**config.mk**
```make
export PLATFORM = sky130hd
export DESIGN_NAME = alu_arbiter
export DESIGN_NICKNAME = d
export VERILOG_FILES = /design/src/rtl/alu_arbiter.sv
export SDC_FILE = /design/constraint.sdc
export NUM_CORES = 1
export LEC_CHECK = 0
export ABC_AREA = 1
export CORE_AREA = 2 2 148 150
export CTS_BUF_LIST = sky130_fd_sc_hd__clkbuf_8 sky130_fd_sc_hd__clkbuf_16
export DETAILED_ROUTE_END_ITERATION = 8
export DIE_AREA = 0 0 150 152
export GPL_ROUTABILITY_DRIVEN = 0
export HOLD_SLACK_MARGIN = 0.02
export PLACE_DENSITY_LB_ADDON = 0.15
export SLEW_MARGIN = 15
export SYNTH_ARGS = -nofsm -noshare
export SYNTH_HDL_FRONTEND = slang
export SYNTH_SLANG_ARGS = --single-unit
```
**constraint.sdc**
```tcl
create_clock -name clk -period 1.4 [get_ports clk]
set_input_delay 0.14 -clock clk [delete_from_list [all_inputs] [get_ports clk]]
set_output_delay 0.14 -clock clk [all_outputs]
set_load 0.02 [all_outputs]
```
**src/rtl/alu_arbiter.sv**
```systemverilog
// alu_arbiter
//   Two-requester front end for a single shared combinational ALU. A round-robin
//   arbiter accepts one operation at a time, registers its operands and op code
//   onto the ALU inputs, waits one cycle (DIV_WAIT cycles for the long
//   multiply/divide/modulo codes), captures the ALU result and holds it as a
//   response until the consumer takes it.
//
// Ports
//   clk, rst                  clock, synchronous active-high reset
//   reqN_valid / reqN_ready   requester N handshake (ready is combinational)
//   reqN_in1, reqN_in2        requester N operands
//   reqN_op                   requester N one-hot ALU op code
//   alu_in1, alu_in2          registered operands to the shared ALU
//   alu_instructions          registered op code to the shared ALU
//   alu_result                combinational ALU output
//   rsp_valid / rsp_ready     response handshake
//   rsp_id                    index of the requester owning the response
//   rsp_data                  captured ALU result
//   busy                      high whenever an operation is in flight
module alu_arbiter #(
  parameter int DIV_WAIT = 4,
  parameter int DATA_W   = 32
) (
  input  logic                clk,
  input  logic                rst,
  input  logic                req0_valid,
  output logic                req0_ready,
  input  logic [DATA_W-1:0]   req0_in1,
  input  logic [DATA_W-1:0]   req0_in2,
  input  logic [15:0]         req0_op,
  input  logic                req1_valid,
  output logic                req1_ready,
  input  logic [DATA_W-1:0]   req1_in1,
  input  logic [DATA_W-1:0]   req1_in2,
  input  logic [15:0]         req1_op,
  output logic [DATA_W-1:0]   alu_in1,
  output logic [DATA_W-1:0]   alu_in2,
  output logic [15:0]         alu_instructions,
  input  logic [2*DATA_W-1:0] alu_result,
  output logic                rsp_valid,
  input  logic                rsp_ready,
  output logic                rsp_id,
  output logic [2*DATA_W-1:0] rsp_data,
  output logic                busy
);

  localparam int CNT_W = 5;

  typedef enum logic [1:0] {IDLE, EXEC, RESP} state_t;

  state_t             state, state_nxt;
  logic               last;
  logic               owner;
  logic [CNT_W-1:0]   cnt;
  logic               grant0, grant1;
  logic               accept;
  logic               sel;
  logic [15:0]        sel_op;
  logic               done;

  // Multiply, divide and modulo need the full DIV_WAIT settling time.
  function automatic logic is_long_op(input logic [15:0] op);
    return (op == 16'd1024) || (op == 16'd2048) || (op == 16'd4096);
  endfunction

  // last holds the previous winner, so a tie goes to the other requester.
  assign grant0 = req0_valid && (!req1_valid || last);
  assign grant1 = req1_valid && (!req0_valid || !last);

  // Ready is suppressed during reset so no accept can coincide with it.
  assign req0_ready = (state == IDLE) && grant0 && !rst;
  assign req1_ready = (state == IDLE) && grant1 && !rst;
  assign accept     = req0_ready || req1_ready;
  assign sel        = req1_ready;
  assign sel_op     = sel ? req1_op : req0_op;
  assign done       = (state == EXEC) && (cnt == CNT_W'(1));

  assign rsp_valid  = (state == RESP);
  assign rsp_id     = owner;
  assign busy       = (state != IDLE);

  always_ff @(posedge clk) begin
    if (rst) begin
      state <= IDLE;
    end else begin
      state <= state_nxt;
    end
  end

  always_comb begin
    state_nxt = state;
    case (state)
      IDLE:    if (accept)    state_nxt = EXEC;
      EXEC:    if (done)      state_nxt = RESP;
      RESP:    if (rsp_ready) state_nxt = IDLE;
      default:                state_nxt = IDLE;
    endcase
  end

  // Accept stage: operands onto the ALU; execute stage: count down, capture.
  always_ff @(posedge clk) begin
    if (rst) begin
      last             <= 1'b1;
      owner            <= 1'b0;
      cnt              <= '0;
      alu_in1          <= '0;
      alu_in2          <= '0;
      alu_instructions <= '0;
      rsp_data         <= '0;
    end else if (accept) begin
      alu_in1          <= sel ? req1_in1 : req0_in1;
      alu_in2          <= sel ? req1_in2 : req0_in2;
      alu_instructions <= sel_op;
      owner            <= sel;
      last             <= sel;
      cnt              <= is_long_op(sel_op) ? CNT_W'(DIV_WAIT) : CNT_W'(1);
    end else if (state == EXEC) begin
      cnt <= cnt - CNT_W'(1);
      if (done) begin
        rsp_data <= alu_result;
      end
    end
  end

endmodule

```
==> impl_metrics.ini <==
[placed_design]
hpwl_um = 17100
place_inst = 1489
portBuffers = 377

[clock_tree]
htreeDepth = 4
holdBufCountCts = 0
cts.sink_count = 153
cts_buffers = 17
cts-root-buf = clkbuf_16
clk_latency_ns = 0.42
clk_path_buf_depth = 2
path_clk_slew_ns = 0.06
tritoncts = yes

[layout]
nets = 1489
fin_cells = 1553
areaGrowthSynthToFinish_pct = 90.7
multi_input_area_um2 = 3050
layout_common_cells = nand2_1 (237), clkdlybuf4s50_1 (227), dfxtp_1 (149)
fillCellCount = 2056
final_util_pct = 56.4
drive_gt1_share_pct = 15.1
seqCellArea_um2 = 3070
final_common_cell = nand2_1

[global_routing]
grt_max_degree = 49
grt.total_usage_pct = 21.3
grt_pass1_vias = 7221
grt_pass1_wl_um = 38400
grt.overflow.total = 0
antenna_found_initial = 3

[sta]
layout_setup_ws_ns = -0.299
maxSlewViolCount = 0
worst_slew_pin_slew_ns = 0.416
rsz0062_at_grt = yes
finClkSkew_ns = 0.0113
setup-violations-final = 152
layout_min_cycle_time_ns = 1.70
hold_violations = 0
max-slew-margin-rel_pct = 72.3
finalCritPeriodShare_pct = 121
max_freq_mhz = 589

[power_and_ir_drop]
power.density_nw_per_um2 = 1110
power_uw = 13400
power.leakage_uw = 0.00554
max-vdd-ir-drop_mv = 0.785

[synthesis]
yosysSeqAreaShare_pct = 48.5
syn-cell-area_um2 = 6320
synth_seq_cells = 153
synth_area_leader_cell = dfxtp_1
synth.avg_cell_area_um2 = 7.53
synth_area_leaders = dfxtp_1 (48%), nand2_1 (14%), a31oi_1 (5.8%)
syn_nets = 1070
synth_cells = 839
yosysUniqueCellTypes = 27
yosysWarnings = 0
synth_top_area_share_pct = 48.5

[detailed_routing]
num_vias = 7574
drt_iter0_markers = 366
drc_errors = 0
final_antenna_net_count = 0
via_per_inst = 4.88
wl_um = 26000
wl_per_cell_um = 16.7
dr.pass1.iters = 6

[worst_setup_path]
crit_type = flip-flop to flip-flop
crit_path_end_kind = flip-flop
worstPathRequired_ns = 1.75
start_kind = flip-flop
worstPathArrival_ns = 2.05
cp_max_fo = 6

[die]
die_area_um2 = 22800
die_w_um = 150
std_cell_rows = 54
fp.coreArea_um2 = 21400
die_height_um = 152
start_util_pct = 29.6
ios = 378

[hold_path]
hold_class = primary input to flip-flop

[run_status]
status = finished with violations
failed_checks = setup timing

[job]
cap_violations = 0
## worst max-delay path: stages, from the launching register on
cell and delay [ns]:
dfxtp_4 0.37, nor2_4 0.06, buf_4 0.13, buf_8 0.12, buf_6 0.12, nand4_1 0.10, nand2_1 0.08, nor2_2 0.10
nand2_1 0.07, nor2_2 0.15, nand3_2 0.09, nand2_2 0.08, nand2_1 0.05, a21oi_1 0.11
## layout make-up
type | instances | area share (%)
Sequential cell | 153 | 25.5
Tap cell | 280 | 2.91
Clock inverter | 14 | 1.13
Inverter | 21 | 0.779
Antenna cell | 2 | 0.0415
Multi-Input combinational cell | 592 | 25.3
Clock buffer | 18 | 3.64
Timing Repair Buffer | 473 | 40.7
## cell usage after synthesis (all sizes together)
| cell | n |
|---|---|
| a21oi | 72 |
| o21ai | 69 |
| o211ai | 1 |
| nand3 | 71 |
| nor2 | 37 |
| a311oi | 16 |
| inv | 21 |
| dfxtp | 153 |
| clkbuf | 49 |
| o22ai | 1 |
| xor2 | 1 |
| nor3b | 1 |
| buf | 24 |
| or2 | 1 |
| nand2 | 244 |
| xnor2 | 1 |
| nor3 | 1 |
| ha | 2 |
| a31oi | 59 |
| nand4 | 15 |
## path summary, 6_finish.rpt
| kind | endpoint | slack [ns] | cells after the start | from |
|---|---|---|---|---|
| max | cnt[2] | -0.30 | 13 | state[1] |
| min | alu_in2[10] | 0.26 | 6 | rst |
| max reg2reg | cnt[2] | -0.30 | 13 | state[1] |
| min reg2reg | rsp_data[17] | 0.45 | 2 | rsp_data[17] |
## report_power, final
group | switching [µW] | internal, µW
combinational | 1940 | 1960
clock | 2010 | 2540
sequential | 195 | 4720
total | 4140 | 9220
## registers in the layout (all words and copies together), names as in the netlist
signal / cells
cnt: 5
alu_in1: 32
rsp_id: 1
rsp_data: 64
last: 1
alu_instructions: 16
state: 2
alu_in2: 32
## per-stage QoR
| step | worst slack [ns] | cell area (µm²) | setup TNS, ns | hold WS (ns) |
|---|---|---|---|---|
| global route | -0.400 | 12000 | -33.10 | 0.281 |
| global placement | -0.514 | 10800 | -40.01 | 0.447 |
| CTS | -0.319 | 11500 | -20.83 | 0.212 |
| finish | -0.299 | 12000 | -21.33 | 0.261 |
| detailed placement | -0.507 | 10800 | -43.01 | 0.449 |
| floorplan | -0.152 | 6410 | -10.79 | 0.301 |
## metal layers
| layer | share of wire, % | track usage (%) |
|---|---|---|
| met1 | 39 | 24.7 |
| met2 | 48 | 35.1 |
| met3 | 9.0 | 7.63 |
| met4 | 3.2 | 9.30 |
| met5 | 0.050 | 0 |
## cells by family (layout without fill, tap and decap cells)
| logic type | count (synthesis) | in the layout | share of synthesized area, % |
|---|---|---|---|
| and+or+nand+nor | 370 | 370 | 24.9 |
| AOI/OAI and AO/OA | 218 | 218 | 19.5 |
| other | 0 | 2 | 0 |
| DFF | 153 | 153 | 48.5 |
| adders and majority gates | 2 | 2 | 0.396 |
| buffers and inverters | 94 | 526 | 6.46 |
| xor gates and xnor gates | 2 | 2 | 0.277 |
## repair_timing
action,in CTS,in global routing
resized for setup,164,131
cloned,4,9
setup buffers,3,14
pin swaps,3,16
setup endpoints to repair,296,177
No activity file was read; power rests on OpenSTA's default activity.
